==> config.mk <==
export PLATFORM = sky130hd
export DESIGN_NAME = parallax_layer_engine_flat
export DESIGN_NICKNAME = d
export VERILOG_FILES = /design/src/rtl/parallax_layer_engine_if.sv /design/src/rtl/parallax_layer_engine.sv /design/src/flat_wrapper.sv
export SDC_FILE = /design/constraint.sdc
export NUM_CORES = 1
export LEC_CHECK = 0
export ABC_AREA = 1
export CAP_MARGIN = 30
export CELL_PAD_IN_SITES_DETAIL_PLACEMENT = 0
export CELL_PAD_IN_SITES_GLOBAL_PLACEMENT = 1
export CORE_ASPECT_RATIO = 2
export CORE_MARGIN = 5
export CORE_UTILIZATION = 44
export DETAILED_ROUTE_END_ITERATION = 6
export DONT_BUFFER_PORTS = 1
export HOLD_SLACK_MARGIN = 0.1
export PLACE_DENSITY = 0.82
export SYNTH_ARGS = -nofsm -noshare
export SYNTH_HDL_FRONTEND = slang
export SYNTH_SLANG_ARGS = --single-unit
==> constraint.sdc <==
create_clock -name clk -period 2 [get_ports clk]
set_input_delay 0.2 -clock clk [delete_from_list [all_inputs] [get_ports clk]]
set_output_delay 0.2 -clock clk [all_outputs]
set_load 0.02 [all_outputs]
==> src/rtl/parallax_layer_engine_if.sv <==
// Configuration write port for the parallax layer engine: valid/ready write
// request plus a one-cycle error pulse for writes that address nothing.
interface parallax_layer_engine_if;
    logic       cfg_valid;
    logic       cfg_ready;
    logic [2:0] cfg_layer;
    logic [2:0] cfg_field;
    logic [7:0] cfg_data;
    logic       cfg_err;

    modport master (
        output cfg_valid, cfg_layer, cfg_field, cfg_data,
        input  cfg_ready, cfg_err
    );

    modport slave (
        input  cfg_valid, cfg_layer, cfg_field, cfg_data,
        output cfg_ready, cfg_err
    );
endinterface

==> src/rtl/parallax_layer_engine.sv <==
// N-layer scrolling checkerboard renderer with shadow/active config registers
// committed at frame start and a 2-cycle registered RGB pipeline.
module parallax_layer_engine #(
    parameter int                 NUM_LAYERS = 5,
    parameter int                 COORD_W    = 10,
    parameter int                 FRAC       = 2,
    parameter int                 COLOR_W    = 6,
    parameter logic [COLOR_W-1:0] BG_COLOR   = '0
) (
    input  logic                  clk,
    input  logic                  rst_n,
    input  logic [COORD_W-1:0]    pix_x,
    input  logic [COORD_W-1:0]    pix_y,
    input  logic                  video_active,
    input  logic                  frame_start,
    input  logic                  pause,
    parallax_layer_engine_if.slave cfg,
    output logic [COLOR_W-1:0]    rgb,
    output logic                  rgb_active
);
    localparam int OFS_W  = COORD_W + FRAC;
    localparam int TS_MAX = COORD_W - 1;

    logic cfg_accept;
    logic cfg_addr_ok;
    logic cfg_err_reg;

    // Writes are refused during the commit cycle so a shadow update never races the copy.
    assign cfg.cfg_ready = ~frame_start;
    assign cfg_accept    = cfg.cfg_valid & ~frame_start;
    assign cfg_addr_ok   = (32'(cfg.cfg_layer) < NUM_LAYERS) && (cfg.cfg_field <= 3'd5);
    assign cfg.cfg_err   = cfg_err_reg;

    always_ff @(posedge clk or negedge rst_n) begin
        if (!rst_n) cfg_err_reg <= 1'b0;
        else        cfg_err_reg <= cfg_accept & ~cfg_addr_ok;
    end

    // Dither pass for codes 0..3, shared by every layer.
    logic [3:0] dpass_vec;
    assign dpass_vec = {pix_x[0] ^ pix_y[0], ~pix_y[0] ^ pix_x[1], pix_y[1] ^ pix_x[0], 1'b1};

    logic [NUM_LAYERS-1:0]              hit_next;
    logic [NUM_LAYERS-1:0][COLOR_W-1:0] layer_color;

    for (genvar gi = 0; gi < NUM_LAYERS; gi++) begin : g_layer
        localparam logic [7:0]         VX_RST  = 8'((gi + 1) << FRAC);
        localparam logic [7:0]         VY_RST  = 8'(gi << FRAC);
        localparam logic [3:0]         TS_RST  = (8 - gi > 3) ? 4'(8 - gi) : 4'd3;
        localparam logic [COLOR_W-1:0] COL_RST = COLOR_W'({COLOR_W{1'b1}} >> gi);

        logic [7:0]         sh_vx_reg, sh_vy_reg, act_vx_reg, act_vy_reg;
        logic [3:0]         sh_ts_reg, act_ts_reg;
        logic [1:0]         sh_dith_reg, act_dith_reg;
        logic [COLOR_W-1:0] sh_col_reg, act_col_reg;
        logic               sh_en_reg, act_en_reg;
        logic [OFS_W-1:0]   ofs_x_reg, ofs_y_reg;
        logic               wr_sel;
        logic [COORD_W-1:0] lx, ly;
        logic [3:0]         ts;

        assign wr_sel = cfg_accept & cfg_addr_ok & (cfg.cfg_layer == 3'(gi));

        always_ff @(posedge clk or negedge rst_n) begin
            if (!rst_n) begin
                sh_vx_reg   <= VX_RST;
                sh_vy_reg   <= VY_RST;
                sh_ts_reg   <= TS_RST;
                sh_dith_reg <= 2'd0;
                sh_col_reg  <= COL_RST;
                sh_en_reg   <= 1'b1;
            end else if (wr_sel) begin
                case (cfg.cfg_field)
                    3'd0:    sh_vx_reg   <= cfg.cfg_data;
                    3'd1:    sh_vy_reg   <= cfg.cfg_data;
                    3'd2:    sh_ts_reg   <= cfg.cfg_data[3:0];
                    3'd3:    sh_dith_reg <= cfg.cfg_data[1:0];
                    3'd4:    sh_col_reg  <= cfg.cfg_data[COLOR_W-1:0];
                    3'd5:    sh_en_reg   <= cfg.cfg_data[0];
                    default: ;
                endcase
            end
        end

        // Offsets advance by the velocity that was active during the frame just ended.
        always_ff @(posedge clk or negedge rst_n) begin
            if (!rst_n) begin
                act_vx_reg   <= VX_RST;
                act_vy_reg   <= VY_RST;
                act_ts_reg   <= TS_RST;
                act_dith_reg <= 2'd0;
                act_col_reg  <= COL_RST;
                act_en_reg   <= 1'b1;
                ofs_x_reg    <= '0;
                ofs_y_reg    <= '0;
            end else if (frame_start) begin
                act_vx_reg   <= sh_vx_reg;
                act_vy_reg   <= sh_vy_reg;
                act_ts_reg   <= sh_ts_reg;
                act_dith_reg <= sh_dith_reg;
                act_col_reg  <= sh_col_reg;
                act_en_reg   <= sh_en_reg;
                if (!pause) begin
                    ofs_x_reg <= ofs_x_reg + {{(OFS_W-8){act_vx_reg[7]}}, act_vx_reg};
                    ofs_y_reg <= ofs_y_reg + {{(OFS_W-8){act_vy_reg[7]}}, act_vy_reg};
                end
            end
        end

        assign lx = pix_x + ofs_x_reg[OFS_W-1:FRAC];
        assign ly = pix_y + ofs_y_reg[OFS_W-1:FRAC];
        assign ts = (act_ts_reg > 4'(TS_MAX)) ? 4'(TS_MAX) : act_ts_reg;

        assign hit_next[gi]    = act_en_reg & (lx[ts] ^ ly[ts]) & dpass_vec[act_dith_reg];
        assign layer_color[gi] = act_col_reg;
    end

    logic [NUM_LAYERS-1:0] hit_reg;
    logic                  vid_d1_reg;
    logic                  vid_d2_reg;
    logic [COLOR_W-1:0]    rgb_reg;
    logic [COLOR_W-1:0]    rgb_next;

    // Lowest index wins: scan from the back so nearer layers overwrite farther ones.
    always_comb begin
        rgb_next = BG_COLOR;
        for (int i = NUM_LAYERS - 1; i >= 0; i--) begin
            if (hit_reg[i]) rgb_next = layer_color[i];
        end
        if (!vid_d1_reg) rgb_next = '0;
    end

    always_ff @(posedge clk or negedge rst_n) begin
        if (!rst_n) begin
            hit_reg    <= '0;
            vid_d1_reg <= 1'b0;
            vid_d2_reg <= 1'b0;
            rgb_reg    <= '0;
        end else begin
            hit_reg    <= hit_next;
            vid_d1_reg <= video_active;
            vid_d2_reg <= vid_d1_reg;
            rgb_reg    <= rgb_next;
        end
    end

    assign rgb        = rgb_reg;
    assign rgb_active = vid_d2_reg;
endmodule

==> src/flat_wrapper.sv <==
// flat-port wrapper written by rule: the top's interface ports become plain ports
module parallax_layer_engine_flat 
#(
    parameter int                 NUM_LAYERS = 5,
    parameter int                 COORD_W    = 10,
    parameter int                 FRAC       = 2,
    parameter int                 COLOR_W    = 6,
    parameter logic [COLOR_W-1:0] BG_COLOR   = '0
)
  (clk, rst_n, pix_x, pix_y, video_active, frame_start, pause, rgb, rgb_active, cfg_cfg_valid, cfg_cfg_layer, cfg_cfg_field, cfg_cfg_data, cfg_cfg_ready, cfg_cfg_err);
  parallax_layer_engine_if cfg_i ();
  input  logic clk;
  input  logic rst_n;
  input  logic [COORD_W-1:0] pix_x;
  input  logic [COORD_W-1:0] pix_y;
  input  logic video_active;
  input  logic frame_start;
  input  logic pause;
  output logic [COLOR_W-1:0] rgb;
  output logic rgb_active;
  input wire logic [$bits(cfg_i.cfg_valid)-1:0] cfg_cfg_valid;
  input wire logic [$bits(cfg_i.cfg_layer)-1:0] cfg_cfg_layer;
  input wire logic [$bits(cfg_i.cfg_field)-1:0] cfg_cfg_field;
  input wire logic [$bits(cfg_i.cfg_data)-1:0] cfg_cfg_data;
  output wire logic [$bits(cfg_i.cfg_ready)-1:0] cfg_cfg_ready;
  output wire logic [$bits(cfg_i.cfg_err)-1:0] cfg_cfg_err;
  assign cfg_i.cfg_valid = cfg_cfg_valid;
  assign cfg_i.cfg_layer = cfg_cfg_layer;
  assign cfg_i.cfg_field = cfg_cfg_field;
  assign cfg_i.cfg_data = cfg_cfg_data;
  assign cfg_cfg_ready = cfg_i.cfg_ready;
  assign cfg_cfg_err = cfg_i.cfg_err;
  parallax_layer_engine #(.NUM_LAYERS(NUM_LAYERS), .COORD_W(COORD_W), .FRAC(FRAC), .COLOR_W(COLOR_W), .BG_COLOR(BG_COLOR)) u_core (.clk(clk), .rst_n(rst_n), .pix_x(pix_x), .pix_y(pix_y), .video_active(video_active), .frame_start(frame_start), .pause(pause), .cfg(cfg_i), .rgb(rgb), .rgb_active(rgb_active));
endmodule
---- Word level (Yosys, flattened, before mapping) ----
Index checks and enable logic that the tools add are counted.
storage, ports and cells
  input port bits ......................... 40
  logic and storage cells ................. 226
  output and inout port bits .............. 9
  register bits ........................... 424
operators by class
  magnitude comparators ................... 17
  add/sub/neg operators ................... 20
  equality and inequality tests ........... 9
  reductions and logical operators ........ 34
  multiplexer cells ....................... 41
  bitwise gates (word level) .............. 30
operator list
  operator            number
  $add 12x12->12      10
  $add 10x10->10      10
  $reduce_and 2->1    31
  $bmux 1 s4          10
  $mux 6              6
  $lt 4x5->1 const B  5
  $gt 4x4->1 const B  5
  $mux 4              5
  $and 1x1->1         18
  $lt 2x3->1 const B  5
  $mux 1              15
  $eq 3x2->1 const B  4
  $bmux 1 s2          5
  $eq 3x3->1 const B  3
  $xor 1x1->1         8
  $eq 3x1->1 const B  2
  $logic_not 3->1     2
  $not 1->1           4
  $le 3x3->1 const B  1
  $lt 3x3->1 const B  1
  $logic_and 1x1->1   1

---- Longest topological paths before layout ----
  depth in word-level cells ............... 7
  mapped depth ............................ 18
  gate-level depth less buffers ........... 18

---- Worst setup path after synthesis ----
OpenSTA, ideal clock, no wires.
  path type ............................... register to register
  from .................................... reg u_core.g_layer[2].ofs_x_reg[2]
  to ...................................... reg u_core.hit_reg[2]
  buffers on the path ..................... 0
  setup time .............................. 0.117 ns
  slack ................................... 0.021 ns
  data required time ...................... 1.883 ns
  clock period less this slack ............ 1.979 ns
  cell stages (with the launch flop) ...... 15
  data arrival time ....................... 1.863 ns
  cells stage by stage .................... dfrtp_1 ha_1 fa_1 nand3_1 nand3_1 nand2_1 nand3_1 nand2_1 inv_1 a21oi_1 nand2_1 a21oi_1 nand2_1 nand2_1 nor2_1
on the way
  longest elaborated chain between the ends .. 6
ends and longest elaborated chain
  item                          line                          text
  start: declaration            parallax_layer_engine.sv:57   logic [OFS_W-1:0] ofs_x_reg, ofs_y_reg;
  start signal: assignment      parallax_layer_engine.sv:104  ofs_x_reg <= ofs_x_reg + {{(OFS_W-8){act_vx_reg[7]}}, act_vx_reg};
  $add 10x10->10                parallax_layer_engine.sv:110  assign lx = pix_x + ofs_x_reg[OFS_W-1:FRAC];
  $bmux 1 s4                    parallax_layer_engine.sv:114  assign hit_next[gi] = act_en_reg & (lx[ts] ^ ly[ts]) & dpass_vec[act_dith_reg];
  $mux 1 (implied by the code)  parallax_layer_engine.sv:114
  $xor 1x1->1                   parallax_layer_engine.sv:114
  $and 1x1->1 (2 in a row)      parallax_layer_engine.sv:114
  net u_core.hit_next[2]        parallax_layer_engine.sv:43   logic [NUM_LAYERS-1:0] hit_next;
  end signal: assignment        parallax_layer_engine.sv:140  hit_reg <= hit_next;
  end: declaration              parallax_layer_engine.sv:118  logic [NUM_LAYERS-1:0] hit_reg;
The timed path passes the listed nets, and every way through them passes these cells. The select of a mux whose other input is x is not followed.
A chain may end at the register's enable or synchronous reset.

---- Worst setup path after layout ----
Ends and elaborated chain as after synthesis.

==> results.cfg <==
[layout]
final_cell_mix = nand2_1 (1117), inv_1 (368), dfrtp_1 (323)
final_nets = 4005
final_common_cell = nand2_1
multiInputGateArea_um2 = 14500
regArea_um2 = 10700
finalNonFillerCells = 4550
synthToLayoutAreaGrowth_pct = 21.5
final_util_pct = 54.0
nFillCells = 5800
drive_above_1_share_pct = 15.9

[routing]
drt_iter0_drc = 1276
ant_nets = 0
drc = 0
dr.pass1.iters = 6
wirelength_um = 84000
via_per_inst = 5.25
vias = 23894
wl_per_cell_um = 18.5

[placed_design]
place_hpwl_um = 57700
place_congestion = 0.892
pre_cts_slack_ns = -0.159
place_inst = 4357
place.port_buffers = 0

[yosys]
synth_cells = 3480
synth_edf_count = 0
synth-main-ff-cell = dfrtp_1
syn_area_um2 = 26300
syn_area_per_cell_um2 = 7.55
async_reset_ff_share_pct = 100
ys_warn_count = 0
yosysUniqueCellTypes = 41
synth-seq-cells = 424
synth_nets = 3740
yosysSeqAreaShare_pct = 40.8

[floorplan]
boundaryPins = 49
rows = 126
die_area_um2 = 65000
initial_core_util_pct = 44.4
core_um2 = 59100
die_y_um = 356
die_w_um = 183

[timing]
skew_ns = 0.0196
finalCritPeriodShare_pct = 105
max-slew-margin-rel_pct = 35.6
finalSetupViolCount = 4
period_minus_slack_ns = 2.10
setup_tns_ns = -0.151
slew_violations = 0
timing.fmax_mhz = 476
setup_slack_ns = -0.102
holdWs_ns = -0.660
rsz0062_at_grt = yes
hold_violations = 424
worst_slew_pin_slew_ns = 0.965

[flow_run]
drv_cap = 0

[global_route]
first_global_vias = 23874
grt_max_degree = 425
gr-total-overflow = 0
grt_use_total_pct = 25.5
antenna_found_initial = 1
grt_pass1_wl_um = 129000

[worst_setup_path]
slowest_stage = dfrtp_2
path_class = reg2reg
worstPathArrival_ns = 2.57
timing.critical_path.mode_cell = nand2_1
path_max_fanout = 3
path_cells = ha_4, fa_2, nand3_2, nand3_2, nand2_1, nand3_1, nand2_1, inv_1, a21oi_2, nand2_1, a21oi_2, nand2_1, nand2_1, nor2_1
crit_buf_inv = 1
crit_path_start_kind = flop
worst_setup_path_end_kind = flop
cp_top_family = adder cells
max_stage_delay_ns = 0.48
cp_data_required_time_ns = 2.47

[clock_network]
clk_pin_slew_ns = 0.07
clock_sinks = 424
root_buffer = clkbuf_16
clk-insertion-delay-late_ns = 0.59
clockBufferDepth = 3
cts_buffers = 43
cts_tree = built
htree_levels = 2

[outcome]
violations = hold timing, setup timing
status = finished with violations

[power_and_ir_drop]
power_density_nw_per_um2 = 1200
irDropWorstVdd_mv = 0.858
p_leak_uw = 0.0161

[worst_hold_path]
min_path_type = in2async
[report_power, final]
| group | total [uW] | switching (uW) | internal, uW | leakage [uW] |
|---|---|---|---|---|
| sequential | 12000 | 1720 | 10300 | 0.00519 |
| combinational | 17500 | 9670 | 7840 | 0.0101 |
| clock | 8840 | 3760 | 5080 | 0.000745 |
| total | 38400 | 15200 | 23200 | 0.0161 |
[per-stage QoR]
step                      total power [uW]  cell area (um2)
after floorplan                      22700            26300
after global placement               27700            28500
after detailed placement             27900            28500
after CTS                            37400            31100
after global routing                 41400            31900
final                                38400            31900
[timing repair]
item | in CTS | in global routing
buffers inserted | 6 | 22
pin swaps | 9 | 60
endpoints found under the hold margin | 653 | 425
setup endpoints to repair | 24 | 52
gates resized for setup | 54 | 154
hold buffers | 82 | 1
cloned | 0 | 0
[worst paths after layout]
kind / start / end / slack [ns] / cells after the start
setup / recovery: u_core.g_layer[2].ofs_x_reg[2]$_DFFE_PN0P_ / u_core.hit_reg[2]$_DFF_PN0_ / -0.10 / 14
setup reg to reg: u_core.g_layer[2].ofs_x_reg[2]$_DFFE_PN0P_ / u_core.hit_reg[2]$_DFF_PN0_ / -0.10 / 14
hold / removal: rst_n / u_core.g_layer[4].act_vy_reg[0]$_DFFE_PN0P_ / -0.66 / 0
max in group asynchronous: rst_n / u_core.g_layer[2].ofs_y_reg[5]$_DFFE_PN0P_ / 1.83 / 0
min in group clk: cfg_cfg_field[1] / u_core.g_layer[3].sh_col_reg[2]$_DFFE_PN1P_ / 0.12 / 3
hold reg to reg: u_core.vid_d1_reg$_DFF_PN0_ / u_core.rgb_active$_DFF_PN0_ / 0.39 / 0
[per-layer routing]
| layer | part of all wire [%] | vias to the layer above | global-route usage, % |
|---|---|---|---|
| met2 | 54 | 463 | 49.5 |
| met3 | 3.5 | 209 | 2.82 |
| met1 | 36 | 11361 | 26.4 |
| met5 | 0 | - | 0 |
| li1 | - | 11861 | - |
| met4 | 6.3 | 0 | 13.1 |
[area by class of cell]
type,count,area share (%)
multi-input cells,2586,45.6
well taps,768,3.01
flip-flops and latches,424,33.6
repair buffers,312,8.56
inverters,378,4.46
clock buffers,56,3.65
diodes,2,0.0157
clock inverters,24,1.09
[cells in the mapped netlist (all sizes together) (14+ instances only)]
cell type,number,area share (%)
nand2,1150,16
inv,377,5.4
o21ai,344,6.6
dfrtp,332,32
nand3,252,4.8
ha,200,9.5
a21oi,194,3.7
nor2,177,2.5
dfstp,92,9.2
clkbuf,76,1.1
xor2,57,1.9
xnor2,33,1.1
nand4,26,0.62
nor3,21,0.40
a21o,20,0.57
fa,20,1.5
buf,16,0.38
nand3b,14,0.40
or2,14,0.33
[logic make-up after synthesis]
| group | synth area share (%) |
|---|---|
| xor gates and xnor gates | 3.00 |
| adders and majority gates | 11.0 |
| AOI/OAI and AO/OA | 12.5 |
| and+or+nand+nor | 25.8 |
| DFF | 40.8 |
| buffers and inverters | 6.87 |
(Power assumes the default switching activity.)
